`src/rtl/jtag_master_if.sv`:
```
// Command/response port of the JTAG master: one command in, one captured-tdo word out.
interface jtag_master_if #(
    parameter int MAX_LEN = 32,
    parameter int LEN_W   = $clog2(MAX_LEN + 1)
) ();
    logic               cmd_valid;
    logic               cmd_ready;
    logic [1:0]         cmd_op;
    logic [LEN_W-1:0]   cmd_len;
    logic [MAX_LEN-1:0] cmd_data;
    logic               rsp_valid;
    logic [MAX_LEN-1:0] rsp_data;
    logic               busy;

    modport master (
        output cmd_valid, cmd_op, cmd_len, cmd_data,
        input  cmd_ready, rsp_valid, rsp_data, busy
    );

    modport slave (
        input  cmd_valid, cmd_op, cmd_len, cmd_data,
        output cmd_ready, rsp_valid, rsp_data, busy
    );
endinterface

```
`src/rtl/jtag_master.sv`:
```
// JTAG initiator: divides clk down to tck, walks the target TAP for RESET/IR/DR/IDLE
// commands and returns the tdo bits captured during the shift phase.
module jtag_master #(
    parameter int CLK_DIV = 2,
    parameter int MAX_LEN = 32,
    parameter int LEN_W   = $clog2(MAX_LEN + 1)
) (
    input  logic          clk,
    input  logic          rstb,
    jtag_master_if.slave  bus,
    output logic          tck,
    output logic          trstb,
    output logic          tms,
    output logic          tdi,
    input  logic          tdo
);
    localparam int DIV_W = (CLK_DIV > 1) ? $clog2(CLK_DIV) : 1;
    localparam logic [DIV_W-1:0] DIV_MAX = DIV_W'(CLK_DIV - 1);
    localparam logic [LEN_W-1:0] MAX_L   = LEN_W'(MAX_LEN);

    typedef enum logic [1:0] {OP_RESET, OP_IR, OP_DR, OP_IDLE} op_e;
    typedef enum logic [2:0] {ST_IDLE, ST_TRST, ST_TMS_WALK, ST_SHIFT, ST_EXIT, ST_RUN} state_e;

    state_e             state_q, state_d;
    op_e                op_q, op_d;
    logic [DIV_W-1:0]   div_q, div_d;
    logic               tck_q, tck_d;
    logic               tms_q, tms_d;
    logic               tdi_q, tdi_d;
    logic               trstb_q, trstb_d;
    logic               ready_q, ready_d;
    logic               rsp_valid_q, rsp_valid_d;
    logic [MAX_LEN-1:0] rsp_data_q, rsp_data_d;
    logic [LEN_W-1:0]   len_q, len_d;
    logic [MAX_LEN-1:0] data_q, data_d;
    logic [MAX_LEN-1:0] cap_q, cap_d;
    logic [LEN_W-1:0]   cnt_q, cnt_d;
    logic [3:0]         walk_q, walk_d;
    logic [2:0]         walk_n_q, walk_n_d;

    logic               tick, rise, fall, done;
    logic [LEN_W-1:0]   len_eff;
    op_e                cmd_op;

    assign cmd_op  = op_e'(bus.cmd_op);
    assign len_eff = (bus.cmd_len > MAX_L) ? MAX_L : bus.cmd_len;
    assign tick    = (state_q != ST_IDLE) && (div_q == DIV_MAX);
    assign rise    = tick && !tck_q;
    assign fall    = tick && tck_q;

    always_comb begin
        state_d     = state_q;
        op_d        = op_q;
        div_d       = div_q;
        tck_d       = tck_q;
        tms_d       = tms_q;
        tdi_d       = tdi_q;
        trstb_d     = trstb_q;
        ready_d     = ready_q;
        rsp_valid_d = 1'b0;
        rsp_data_d  = rsp_data_q;
        len_d       = len_q;
        data_d      = data_q;
        cap_d       = cap_q;
        cnt_d       = cnt_q;
        walk_d      = walk_q;
        walk_n_d    = walk_n_q;
        done        = 1'b0;

        if (state_q != ST_IDLE) begin
            div_d = tick ? '0 : div_q + DIV_W'(1);
        end
        if (rise) begin
            tck_d = 1'b1;
            // Captured bits enter at the MSB; the final right-shift aligns bit i to shift cycle i.
            if (state_q == ST_SHIFT) begin
                cap_d = {tdo, cap_q[MAX_LEN-1:1]};
            end
        end
        if (fall) begin
            tck_d = 1'b0;
        end

        case (state_q)
            ST_IDLE: begin
                if (bus.cmd_valid) begin
                    ready_d = 1'b0;
                    div_d   = '0;
                    tck_d   = 1'b0;
                    tdi_d   = 1'b0;
                    cap_d   = '0;
                    data_d  = bus.cmd_data;
                    len_d   = len_eff;
                    op_d    = cmd_op;
                    case (cmd_op)
                        OP_RESET: begin
                            state_d = ST_TRST;
                            tms_d   = 1'b1;
                            trstb_d = 1'b0;
                            len_d   = '0;
                        end
                        OP_IR, OP_DR: begin
                            if (len_eff == '0) begin
                                state_d = ST_RUN;
                                cnt_d   = '0;
                                tms_d   = 1'b0;
                            end else begin
                                state_d  = ST_TMS_WALK;
                                tms_d    = 1'b1;
                                walk_d   = (cmd_op == OP_IR) ? 4'b0001 : 4'b0000;
                                walk_n_d = (cmd_op == OP_IR) ? 3'd3 : 3'd2;
                            end
                        end
                        default: begin
                            state_d = ST_RUN;
                            cnt_d   = len_eff;
                            tms_d   = 1'b0;
                        end
                    endcase
                end
            end
            ST_TRST: begin
                if (fall) begin
                    trstb_d  = 1'b1;
                    state_d  = ST_TMS_WALK;
                    tms_d    = 1'b1;
                    walk_d   = 4'b1111;
                    walk_n_d = 3'd4;
                end
            end
            ST_TMS_WALK: begin
                if (fall) begin
                    if (walk_n_q != 3'd0) begin
                        tms_d    = walk_q[0];
                        walk_d   = walk_q >> 1;
                        walk_n_d = walk_n_q - 3'd1;
                    end else if (op_q == OP_RESET) begin
                        state_d = ST_RUN;
                        cnt_d   = LEN_W'(1);
                        tms_d   = 1'b0;
                    end else begin
                        state_d = ST_SHIFT;
                        cnt_d   = len_q;
                        tms_d   = (len_q == LEN_W'(1));
                        tdi_d   = data_q[0];
                    end
                end
            end
            ST_SHIFT: begin
                if (fall) begin
                    if (cnt_q == LEN_W'(1)) begin
                        state_d = ST_EXIT;
                        tms_d   = 1'b1;
                        tdi_d   = 1'b0;
                    end else begin
                        cnt_d  = cnt_q - LEN_W'(1);
                        data_d = data_q >> 1;
                        tdi_d  = data_q[1];
                        tms_d  = (cnt_q == LEN_W'(2));
                    end
                end
            end
            ST_EXIT: begin
                if (fall) begin
                    state_d = ST_RUN;
                    cnt_d   = LEN_W'(1);
                    tms_d   = 1'b0;
                end
            end
            ST_RUN: begin
                // A zero count means a zero-length command: finish without any tck activity.
                if (cnt_q == '0) begin
                    done = 1'b1;
                end else if (fall) begin
                    if (cnt_q == LEN_W'(1)) begin
                        done = 1'b1;
                    end else begin
                        cnt_d = cnt_q - LEN_W'(1);
                    end
                end
            end
            default: state_d = ST_IDLE;
        endcase

        if (done) begin
            state_d     = ST_IDLE;
            ready_d     = 1'b1;
            rsp_valid_d = 1'b1;
            rsp_data_d  = cap_q >> (MAX_L - len_q);
            tck_d       = 1'b0;
            tms_d       = 1'b0;
            tdi_d       = 1'b0;
            div_d       = '0;
        end
    end

    always_ff @(posedge clk or negedge rstb) begin
        if (!rstb) begin
            state_q     <= ST_IDLE;
            op_q        <= OP_RESET;
            div_q       <= '0;
            tck_q       <= 1'b0;
            tms_q       <= 1'b1;
            tdi_q       <= 1'b0;
            trstb_q     <= 1'b0;
            ready_q     <= 1'b1;
            rsp_valid_q <= 1'b0;
            rsp_data_q  <= '0;
            len_q       <= '0;
            data_q      <= '0;
            cap_q       <= '0;
            cnt_q       <= '0;
            walk_q      <= '0;
            walk_n_q    <= '0;
        end else begin
            state_q     <= state_d;
            op_q        <= op_d;
            div_q       <= div_d;
            tck_q       <= tck_d;
            tms_q       <= tms_d;
            tdi_q       <= tdi_d;
            trstb_q     <= trstb_d;
            ready_q     <= ready_d;
            rsp_valid_q <= rsp_valid_d;
            rsp_data_q  <= rsp_data_d;
            len_q       <= len_d;
            data_q      <= data_d;
            cap_q       <= cap_d;
            cnt_q       <= cnt_d;
            walk_q      <= walk_d;
            walk_n_q    <= walk_n_d;
        end
    end

    assign tck           = tck_q;
    assign tms           = tms_q;
    assign tdi           = tdi_q;
    assign trstb         = trstb_q;
    assign bus.cmd_ready = ready_q;
    assign bus.busy      = !ready_q;
    assign bus.rsp_valid = rsp_valid_q;
    assign bus.rsp_data  = rsp_data_q;
endmodule

```
`src/flat_wrapper.sv`:
```
// flat-port wrapper written by rule: the top's interface ports become plain ports
module jtag_master_flat 
#(
    parameter int CLK_DIV = 2,
    parameter int MAX_LEN = 32,
    parameter int LEN_W   = $clog2(MAX_LEN + 1)
)
  (clk, rstb, tck, trstb, tms, tdi, tdo, bus_cmd_valid, bus_cmd_op, bus_cmd_len, bus_cmd_data, bus_cmd_ready, bus_rsp_valid, bus_rsp_data, bus_busy);
  jtag_master_if #(.MAX_LEN(MAX_LEN), .LEN_W(LEN_W)) bus_i ();
  input  logic clk;
  input  logic rstb;
  output logic tck;
  output logic trstb;
  output logic tms;
  output logic tdi;
  input  logic tdo;
  input wire logic [$bits(bus_i.cmd_valid)-1:0] bus_cmd_valid;
  input wire logic [$bits(bus_i.cmd_op)-1:0] bus_cmd_op;
  input wire logic [$bits(bus_i.cmd_len)-1:0] bus_cmd_len;
  input wire logic [$bits(bus_i.cmd_data)-1:0] bus_cmd_data;
  output wire logic [$bits(bus_i.cmd_ready)-1:0] bus_cmd_ready;
  output wire logic [$bits(bus_i.rsp_valid)-1:0] bus_rsp_valid;
  output wire logic [$bits(bus_i.rsp_data)-1:0] bus_rsp_data;
  output wire logic [$bits(bus_i.busy)-1:0] bus_busy;
  assign bus_i.cmd_valid = bus_cmd_valid;
  assign bus_i.cmd_op = bus_cmd_op;
  assign bus_i.cmd_len = bus_cmd_len;
  assign bus_i.cmd_data = bus_cmd_data;
  assign bus_cmd_ready = bus_i.cmd_ready;
  assign bus_rsp_valid = bus_i.rsp_valid;
  assign bus_rsp_data = bus_i.rsp_data;
  assign bus_busy = bus_i.busy;
  jtag_master #(.CLK_DIV(CLK_DIV), .MAX_LEN(MAX_LEN), .LEN_W(LEN_W)) u_core (.clk(clk), .rstb(rstb), .bus(bus_i), .tck(tck), .trstb(trstb), .tms(tms), .tdi(tdi), .tdo(tdo));
endmodule
```
`config.mk`:
```
export PLATFORM = sky130hd
export DESIGN_NAME = jtag_master_flat
export DESIGN_NICKNAME = d
export VERILOG_FILES = /design/src/rtl/jtag_master_if.sv /design/src/rtl/jtag_master.sv /design/src/flat_wrapper.sv
export SDC_FILE = /design/constraint.sdc
export NUM_CORES = 1
export LEC_CHECK = 0
export ABC_CLOCK_PERIOD_IN_PS = 10300
export BUFFER_PORTS_ARGS = -buffer_cell sky130_fd_sc_hd__buf_2
export CELL_PAD_IN_SITES_DETAIL_PLACEMENT = 1
export CELL_PAD_IN_SITES_GLOBAL_PLACEMENT = 2
export CORE_MARGIN = 3
export CORE_UTILIZATION = 41
export DETAILED_ROUTE_END_ITERATION = 7
export GPL_ROUTABILITY_DRIVEN = 0
export GPL_TIMING_DRIVEN = 0
export PLACE_DENSITY = 0.95
export SLEW_MARGIN = 20
export SYNTH_ARGS = -nofsm -noshare
export SYNTH_HDL_FRONTEND = slang
export SYNTH_SLANG_ARGS = --single-unit
```
`constraint.sdc`:
```
create_clock -name clk -period 10.3 [get_ports clk]
set_clock_uncertainty 0.05 [all_clocks]
set_input_delay 2.06 -clock clk [delete_from_list [all_inputs] [get_ports clk]]
set_output_delay 2.06 -clock clk [all_outputs]
set_load 0.005 [all_outputs]
```
==> flow_summary.yaml, run 1 <==
run_status:
  status: "completed"
worst_setup_path:
  path_class: "flop to flop"
  cp_slowest_cell: "clkbuf_1"
  cp_top_family: "buffers and inverters"
  cp.arrival_ns: 4.70
  end_kind: "flop"
  path_common_cell: "clkbuf_1"
  worstPathMaxFanout: 10
  critPathLaunchType: "flop"
  cp_num_buf_inv: 7
  rr_worst_depth: 12
  cp.depth: 12
  crit_path_max_incr_delay_ns: 0.51
  cp.required_ns: 10.55
  crit_chain: "clkbuf_1 -> buf_2 -> inv_1 -> buf_1 -> ha_1 -> clkbuf_1 -> clkbuf_1 -> buf_1 -> mux4_2 -> mux4_2 -> nand2_1 -> nand3_1"
layout:
  area_growth_pct: 17.5
  final_nets: 951
  antenna_cells: 0
  multiInputGateArea_um2: 4170
  stdcell_area_um2: 9030
  fillCellCount: 2061
  utilization_pct: 49.6
  drive_above_1_share_pct: 21.2
  ff_latch_area_um2: 3180
clocking:
  hold_buffers: 0
  htree_num_levels: 4
  cts-buffers-inserted: 17
  root_buffer: "clkbuf_16"
  cts_resized: 0
  cts_tree: "built"
  clock_latency_ns: 0.42
  post_cts_buffers: 0
  clk_pin_slew_ns: 0.06
  cts_buffer_depth: 2
  clock-sinks: 127
grt:
  grt_pass1_wl_mm: 37.6
  antenna_found_initial: 0
  grt-busiest-layer: "met2"
  grt_pass1_vias: 6934
  overflow: 0
  grt_max_degree: 67
  met1_usage_pct: 32.2
  met2_usage_pct: 36.6
  grt_use_total_pct: 23.1
  use_met3_pct: 4.45
drt:
  dr_total_vias: 6629
  ant_nets: 0
  drtPass1Iterations: 5
  detail_route.wirelength_mm: 23.0
  drc_errors: 0
  drt_iter0_drc: 446
  wl_per_cell_um: 20.3
  via_per_inst: 5.84
floorplan:
  core_area_um2: 18200
  die_y_um: 143
  initial_core_util_pct: 42.2
  die_x_um: 143
  num_io_pins: 83
  fp-row-count: 49
  dieArea_um2: 20400
logic_synthesis:
  synthDistinctLibCells: 64
  syn_nets: 849
  synth_area_leaders: "dfrtp_1 41%, mux4_2 8.8%, nand2_1 7.4%, mux2i_1 7.3%, a21oi_1 3.9%"
  yosysMostFrequentCell: "nand2_1"
  syn-cell-area_um2: 7680
  synth_edf_count: 0
  synthTopCellsByCount: "152 x nand2_1, 125 x dfrtp_1, 60 x a21oi_1"
  synthesis.yosys.warnings: 0
  synth_seq_cells: 127
  netlist.area_leader.share_pct: 40.7
  avgSynthCellArea_um2: 9.71
  synth_top_area_cell: "dfrtp_1"
  async_reset_ff_share_pct: 100
  ys_seq_area_share_pct: 41.4
  syn-instance-count: 791
  synth_flop_cell: "dfrtp_1"
power:
  ir_drop_v: 0.000139
  pwr_density_cell_nw_per_um2: 341
  p_leak_nw: 4.12
placement:
  dpl-instance-area_um2: 8430
  port-buffer-count: 82
  dp_hpwl_mm: 16.7
min_path:
  hold_depth: 2
  hp-class: "flop to flop"
timing:
  tns_ns: 0
  relSlewSlack_pct: 37.3
  whs_ns: 0.421
  drv_slew: 0
  rsz0062_at_grt: "no"
  tightest_slew_ns: 0.934
  fin_crit_ns: 4.45
  setup_viol: 0
  period_share_pct: 43.2
  final-hold-violation-count: 0
  max_freq_mhz: 225
flow_run:
  drv_cap: 0
tightest hold or removal path: stages, from the launching register on:
cell and delay (ns):
dfrtp_1 0.33, nand2_1 0.04, o21ai_0 0.06
metal layers:
metal  vias up  share of wire (%)
li1       3077                  -
met1      3322                 46
met2       200                 47
met3        30                4.8
met4         0                2.1
met5         -                  0
per-stage QoR:
step	std cells	setup WS (ns)	power, W
floorplan	791	6.28	0.00197
global placement	1102	5.37	0.00238
detailed placement	1103	5.72	0.00244
CTS	1135	5.83	0.00309
global route	1135	5.43	0.00331
finish	1135	5.85	0.00308
layout by cell type (no fill, tap or decap), drive strengths merged, types with 14 or more instances in the layout:
cell    netlist  routed
mux2i        56      56
mux2         19      19
inv          20      29
a21oi        60      60
mux4         30      30
dfrtp       125     125
o21ai        56      56
ha           14      14
buf          15      98
nor3         20      20
clkbuf       44      61
nand2       152     152
nor2         37      37
where the power goes:
group          internal, W  switching [W]  total, W  leakage [nW]
combinational     0.000634       0.000963   0.00160          2.16
sequential        0.000691       0.000172  0.000863          1.67
clock             0.000365       0.000255  0.000620         0.296
path summary, 6_finish.rpt:
path | start | end | slack (ns)
worst min-delay path | u_core.bus.rsp_data[22] | u_core.bus.rsp_data[22] | 0.42
max in group asynchronous | rstb | u_core.tms | 7.96
min in group asynchronous | rstb | u_core.bus.rsp_data[27] | 1.50
worst max register to register | u_core.len_q[0] | u_core.bus.rsp_data[7] | 5.85
worst min register to register | u_core.bus.rsp_data[22] | u_core.bus.rsp_data[22] | 0.42
worst max-delay path | u_core.len_q[0] | u_core.bus.rsp_data[7] | 5.85
sequential cells by signal, summed over array words and instances, names as in the netlist:
name	count
u_core.cnt_q	6
u_core.cap_q	32
u_core.bus.rsp_valid	1
u_core.div_q	1
u_core.tck	1
u_core.state_q	3
u_core.op_q	2
u_core.data_q	32
u_core.bus.rsp_data	32
u_core.walk_q	4
u_core.len_q	6
u_core.walk_n_q	3
u_core.tdi	1
u_core.tms	1
u_core.trstb	1
u_core.bus.cmd_ready	1
kinds of logic (layout without fill, tap and decap cells):
family | Yosys count | after routing | share of synthesized area, %
flip-flops | 127 | 127 | 41.4
AND/OR/NAND/NOR | 259 | 259 | 15.3
buffers and inverters | 80 | 195 | 4.53
AO/OA/AOI/OAI | 199 | 199 | 16.8
multiplexers | 105 | 105 | 18.9
XOR/XNOR | 7 | 7 | 0.798
adder cells (fa/ha/maj) | 14 | 14 | 2.28
final cells by class:
cell class	count	area share (%)
timing repair buffer	83	4.96
multi-input combinational	584	46.1
clock buffer	17	4.71
clock inverter	15	1.91
tap	229	3.17
sequential	127	35.2
buffer	59	2.84
inverter	21	1.01
Note: power is estimated with default switching activity, not from simulation.
==> run 2: changes to the inputs <==
--- a/config.mk
+++ b/config.mk
@@ -5,16 +5,17 @@
 export SDC_FILE = /design/constraint.sdc
 export NUM_CORES = 1
 export LEC_CHECK = 0
-export ABC_CLOCK_PERIOD_IN_PS = 10300
+export ABC_AREA = 1
+export ABC_CLOCK_PERIOD_IN_PS = 4650
 export BUFFER_PORTS_ARGS = -buffer_cell sky130_fd_sc_hd__buf_2
 export CELL_PAD_IN_SITES_DETAIL_PLACEMENT = 1
 export CELL_PAD_IN_SITES_GLOBAL_PLACEMENT = 2
 export CORE_MARGIN = 3
-export CORE_UTILIZATION = 41
+export CORE_UTILIZATION = 33
 export DETAILED_ROUTE_END_ITERATION = 7
 export GPL_ROUTABILITY_DRIVEN = 0
 export GPL_TIMING_DRIVEN = 0
-export PLACE_DENSITY = 0.95
+export PLACE_DENSITY = 0.89
 export SLEW_MARGIN = 20
 export SYNTH_ARGS = -nofsm -noshare
 export SYNTH_HDL_FRONTEND = slang
==> constraint.sdc (replaced) <==
create_clock -name clk -period 4.65 [get_ports clk]
set_clock_uncertainty 0.05 [all_clocks]
set_input_delay 0.93 -clock clk [delete_from_list [all_inputs] [get_ports clk]]
set_output_delay 0.93 -clock clk [all_outputs]
set_load 0.005 [all_outputs]
==> run 2 against run 1 <==
Cell count rose by 39%. Highest routed layer unchanged. Global-route usage fell by 2.8 points. Register-to-register slack got worse by 4.4 ns. Synthesized cell count rose by 45%. Via count rose by 18%. Die area rose by 24%. Sequential cell count did not move.
==> flow_summary.yaml, run 2 <==
run_status:
  status: "completed"
clocking:
  cts_buffer_depth: 2
  clock-sinks: 127
  cts_resized: 0
  clk_pin_slew_ns: 0.06
  cts-buffers-inserted: 17
  cts_tree: "built"
  root_buffer: "clkbuf_16"
  htree_num_levels: 4
  clock_latency_ns: 0.43
  hold_buffers: 0
  post_cts_buffers: 0
logic_synthesis:
  synth_flop_cell: "dfrtp_1"
  yosysMostFrequentCell: "nand2_1"
  synthDistinctLibCells: 34
  synthTopCellsByCount: "435 x nand2_1, 168 x nand3_1, 125 x dfrtp_1"
  syn_nets: 1203
  async_reset_ff_share_pct: 100
  syn-cell-area_um2: 7740
  netlist.area_leader.share_pct: 40.4
  syn-instance-count: 1145
  synth_top_area_cell: "dfrtp_1"
  synth_area_leaders: "dfrtp_1 40%, nand2_1 21%, nand3_1 11%, o21ai_0 6.9%, inv_1 5.2%"
  synth_seq_cells: 127
  ys_seq_area_share_pct: 41.1
  avgSynthCellArea_um2: 6.76
  synth_edf_count: 0
  synthesis.yosys.warnings: 0
layout:
  fillCellCount: 3018
  multiInputGateArea_um2: 3880
  ff_latch_area_um2: 3180
  mostFrequentLayoutCells: "435 x nand2_1, 168 x nand3_1, 125 x dfrtp_1, 108 x inv_1, 107 x o21ai_0"
  drive_above_1_share_pct: 12.9
  final_cells: 1573
  utilization_pct: 40.2
  final_common_cell: "nand2_1"
  stdcell_area_um2: 9190
  antenna_cells: 0
  area_growth_pct: 18.7
  final_nets: 1305
power:
  pwr-share-seq_pct: 23.5
  pwr_density_cell_nw_per_um2: 831
  ir_drop_v: 0.000322
  sw_frac_of_total_pct: 51.6
  clockPowerShare_pct: 18.3
  power_frac_comb_pct: 58.2
  p_int_w: 0.00369
  p_leak_nw: 4.85
  p_switching_w: 0.00394
floorplan:
  initial_core_util_pct: 33.9
  die_y_um: 159
  num_io_pins: 83
  dieArea_um2: 25300
  die_x_um: 159
  fp-row-count: 55
  core_area_um2: 22800
timing:
  tightest_slew_ns: 0.631
  setup_viol: 0
  drv_slew: 0
  period_share_pct: 69.8
  final-hold-violation-count: 0
  whs_ns: 0.314
  rsz0062_at_grt: "no"
  fin_crit_ns: 3.24
  max_freq_mhz: 308
  tns_ns: 0
  relSlewSlack_pct: 57.9
placement:
  port-buffer-count: 82
  dp_hpwl_mm: 18.9
  dpl-instance-area_um2: 8580
  dp_cells: 1541
worst_setup_path:
  r2r_setup_slack_ns: 1.41
  crit_chain: "buf_2 -> clkinv_1 -> buf_2 -> ha_1 -> clkbuf_1 -> inv_1 -> buf_1 -> nand3_1 -> nand3_1 -> nand2_1 -> nand2_1 -> nand2_1 -> nand2_1 -> nand3_1"
  critPathLaunchType: "flop"
  worstPathMaxFanout: 10
  cp.depth: 14
  rr_worst_depth: 14
  crit_path_max_incr_delay_ns: 0.51
  cp.required_ns: 4.91
  path_common_cell: "nand2_1"
  r2r_end: "u_core.bus.rsp_data[5]"
  cp_num_buf_inv: 6
  end_kind: "flop"
  cp_slowest_cell: "buf_1"
  reg2reg_from: "u_core.len_q[0]"
  cp_top_family: "buffers and inverters"
  path_class: "flop to flop"
  cp.arrival_ns: 3.51
grt:
  grt_pass1_vias: 8337
  grt_max_degree: 90
  grt_pass1_wl_mm: 42.4
  grt_use_total_pct: 20.3
  overflow: 0
  antenna_found_initial: 0
drt:
  dr_total_vias: 7809
  drt_iter0_drc: 332
  detail_route.wirelength_mm: 25.2
  wl_per_cell_um: 16.0
  drc_errors: 0
  via_per_inst: 4.96
  drtPass1Iterations: 4
  ant_nets: 0
flow_run:
  drv_cap: 0
min_path:
  hp-class: "input pin to asynchronous set/reset pin"
-- run 2: changes by cell type after synthesis, sizes merged, moves of 12 or more --
| cell | delta |
|---|---|
| mux2i | -56 |
| inv | +93 |
| a221o | -12 |
| nor3 | -14 |
| nand3 | +156 |
| a21oi | -21 |
| clkbuf | -21 |
| o21ai | +54 |
| nand2 | +288 |
| buf | +18 |
| mux2 | -19 |
| mux4 | -30 |
| a22o | -12 |
-- run 2: worst max-delay path by stage --
stage / startpoint / endpoint / slack, ns
after floorplan: u_core.len_q[0] / u_core.bus.rsp_data[2] / 2.34
after global placement: rstb / u_core.data_q[19] / 0.72
after detailed placement: u_core.len_q[0] / u_core.bus.rsp_data[5] / 1.45
after CTS: u_core.len_q[0] / u_core.bus.rsp_data[5] / 1.42
after global routing: u_core.len_q[0] / u_core.bus.rsp_data[5] / 1.20
final: u_core.len_q[0] / u_core.bus.rsp_data[5] / 1.41
-- run 2: power groups by stage --
stage	clock network [W]	logic, W	registers (W)
after floorplan	0	0.00304	0.00174
after global placement	0	0.00433	0.00179
after detailed placement	0	0.00442	0.00180
after CTS	0.00142	0.00446	0.00179
after global routing	0.00147	0.00505	0.00184
final	0.00140	0.00445	0.00179
-- run 2: area by class of cell --
cell class | instances | share of cell area (%)
Clock inverter | 13 | 1.66
Timing Repair Buffer | 83 | 4.87
Inverter | 114 | 4.66
Sequential cell | 127 | 34.6
Clock buffer | 19 | 4.93
Tap cell | 313 | 4.26
Buffer | 56 | 2.75
Multi-Input combinational cell | 848 | 42.3
-- run 2: cells by family after synthesis --
logic type      count (synthesis)  share of synthesized area, %
simple gates                  665                          36.1
xor+xnor                        5                         0.566
buf+inv                       170                          8.79
flops                         127                          41.1
compound gates                164                          11.2
fa+ha+maj                      14                          2.26
-- run 2: through the flow --
step	power [W]	setup WS [ns]
detailed placement	0.00622	1.45
CTS	0.00768	1.42
finish	0.00763	1.41
global placement	0.00612	0.722
global route	0.00836	1.20
floorplan	0.00478	2.34
-- run 2: layer usage --
metal / share of wire (%) / track usage (%) / vias up
li1: - / - / 3887
met1: 46 / 25.8 / 3777
met2: 49 / 35.2 / 109
met3: 2.6 / 3.02 / 36
met4: 2.4 / 7.24 / 0
met5: 0 / 0 / -
==> run 3: changes to the inputs <==
--- a/config.mk
+++ b/config.mk
@@ -5,17 +5,17 @@
 export SDC_FILE = /design/constraint.sdc
 export NUM_CORES = 1
 export LEC_CHECK = 0
-export ABC_AREA = 1
-export ABC_CLOCK_PERIOD_IN_PS = 4650
+export ABC_AREA = 0
+export ABC_CLOCK_PERIOD_IN_PS = 3200
 export BUFFER_PORTS_ARGS = -buffer_cell sky130_fd_sc_hd__buf_2
 export CELL_PAD_IN_SITES_DETAIL_PLACEMENT = 1
 export CELL_PAD_IN_SITES_GLOBAL_PLACEMENT = 2
 export CORE_MARGIN = 3
-export CORE_UTILIZATION = 33
+export CORE_UTILIZATION = 38
 export DETAILED_ROUTE_END_ITERATION = 7
 export GPL_ROUTABILITY_DRIVEN = 0
 export GPL_TIMING_DRIVEN = 0
-export PLACE_DENSITY = 0.89
+export PLACE_DENSITY = 0.9
 export SLEW_MARGIN = 20
 export SYNTH_ARGS = -nofsm -noshare
 export SYNTH_HDL_FRONTEND = slang
==> constraint.sdc (replaced) <==
create_clock -name clk -period 3.2 [get_ports clk]
set_clock_uncertainty 0.05 [all_clocks]
set_input_delay 0.64 -clock clk [delete_from_list [all_inputs] [get_ports clk]]
set_output_delay 0.64 -clock clk [all_outputs]
set_load 0.005 [all_outputs]
==> run 3 against run 2 <==
Register-to-register slack worse by 1.3 ns. Sequential power up 58%. Non-clock buffer count up 4. Cell count down 25%. Power up 33%. Clock power up 38%. Sequential cell count unchanged. Worst hold slack worse by 0.28 ns. Combinational power up 21%.
==> flow_summary.yaml, run 3 (synthesized netlist as in run 1, its figures left out) <==
layout:
  final_common_cell: "nand2_1"
  multiInputGateArea_um2: 4270
  drive_above_1_share_pct: 24.3
  final_nets: 952
  utilization_pct: 47.1
  area_growth_pct: 20.6
  ff_latch_area_um2: 3180
  mostFrequentLayoutCells: "152 x nand2_1, 122 x dfrtp_1, 86 x buf_2, 60 x a21oi_1, 53 x mux2i_1"
  antenna_cells: 0
  final_cells: 1172
  fillCellCount: 2281
placement:
  port-buffer-count: 82
  dp_hpwl_mm: 16.6
  dp_cells: 1139
grt:
  overflow: 0
  grt_pass1_vias: 6782
  grt_pass1_wl_mm: 37.4
  grt_use_total_pct: 21.2
  grt_max_degree: 87
  antenna_found_initial: 1
worst_setup_path:
  path_class: "flop to flop"
  rr_worst_depth: 11
  cp.required_ns: 3.45
  end_kind: "flop"
  cp.arrival_ns: 3.31
  critPathLaunchType: "flop"
  worstPathMaxFanout: 10
timing:
  final-hold-violation-count: 0
  tightest_slew_ns: 0.915
  drv_slew: 0
  relSlewSlack_pct: 38.7
  setup_viol: 0
  tns_ns: 0
  period_share_pct: 95.5
  whs_ns: 0.0381
  fin_crit_ns: 3.06
  max_freq_mhz: 327
  rsz0062_at_grt: "no"
power:
  p_total_w: 0.0101
  ir_drop_v: 0.000426
  p_leak_nw: 4.18
  pwr_density_cell_nw_per_um2: 1100
drt:
  wl_per_cell_um: 19.6
  drc_errors: 0
  drt_iter0_drc: 393
  detail_route.wirelength_mm: 23.0
  dr_total_vias: 6640
  ant_nets: 0
  via_per_inst: 5.67
  drtPass1Iterations: 5
floorplan:
  die_y_um: 148
  initial_core_util_pct: 39.1
  dieArea_um2: 22000
  num_io_pins: 83
  core_area_um2: 19700
  die_x_um: 148
  fp-row-count: 51
flow_run:
  drv_cap: 0
clocking:
  cts-buffers-inserted: 17
  root_buffer: "clkbuf_16"
  htree_num_levels: 4
  cts_buffer_depth: 2
  clk_pin_slew_ns: 0.07
  hold_buffers: 0
  clock-sinks: 127
  clock_latency_ns: 0.43
  cts_tree: "built"
run_status:
  status: "completed"
min_path:
  hp-class: "input pin to asynchronous set/reset pin"
## run 3: cell types whose count changed in the layout (fill, tap and decap cells not counted), moves of 13 or more
cell and change:
nand3_1 -156, nand2_1 -283, mux2i_1 +53, o21ai_0 -55, mux4_2 +30, inv_1 -89, mux2_2 +19, a21oi_1 +21
nor3_1 +13, buf_2 -17
## run 3: what timing repair did
action,4_1_cts,5_1_grt
resized for setup,23,19
setup buffers,5,0
setup endpoints to repair,81,64
pin swaps,2,0
## run 3: area by class of cell
type	instances	share of cell area (%)
inverters	21	1.03
clock inverters	15	1.76
flip-flops and latches	127	34.4
well taps	265	3.58
multi-input cells	584	46.0
repair buffers	88	5.24
plain buffers	55	3.39
clock buffers	17	4.59
## run 3: worst paths after layout
kind / startpoint / endpoint / slack, ns
max in group asynchronous: rstb / u_core.data_q[31] / 2.33
worst min register to register: u_core.bus.rsp_data[16] / u_core.bus.rsp_data[16] / 0.42
min in group clk: tdo / u_core.cap_q[31] / 0.40
worst max-delay path: u_core.len_q[0] / u_core.bus.rsp_data[6] / 0.14
worst max register to register: u_core.len_q[0] / u_core.bus.rsp_data[6] / 0.14
worst min-delay path: rstb / u_core.bus.rsp_data[10] / 0.04
## run 3: report_power, final
group	switching, W	internal, W
logic	0.00314	0.00225
clock network	0.000888	0.00105
registers	0.000599	0.00222
## run 3: metal layers
layer	vias to the layer above	global-route usage (%)	wire length [um]
met3	26	3.69	965
met1	3370	30.4	10800
met5	-	0	7
met4	2	5.54	316
met2	154	33.4	10800
li1	3088	-	-
## run 3: worst max-delay path, cell delays in order (launching register included)
cell        delay, ns
dfrtp_1          0.37
buf_6            0.14
buf_12           0.14
clkinvlp_4       0.09
buf_6            0.16
ha_4             0.28
buf_8            0.14
mux2_2           0.35
mux4_2           0.50
mux2i_1          0.30
nor2_1           0.10
a221o_1          0.29
## run 3: through the flow
step | area [um2] | setup slack, ns
finish | 9260 | 0.145
global route | 9260 | 0.0387
CTS | 9180 | 0.0236
detailed placement | 8480 | -0.976
global placement | 8440 | -0.799
floorplan | 7700 | 0.0296
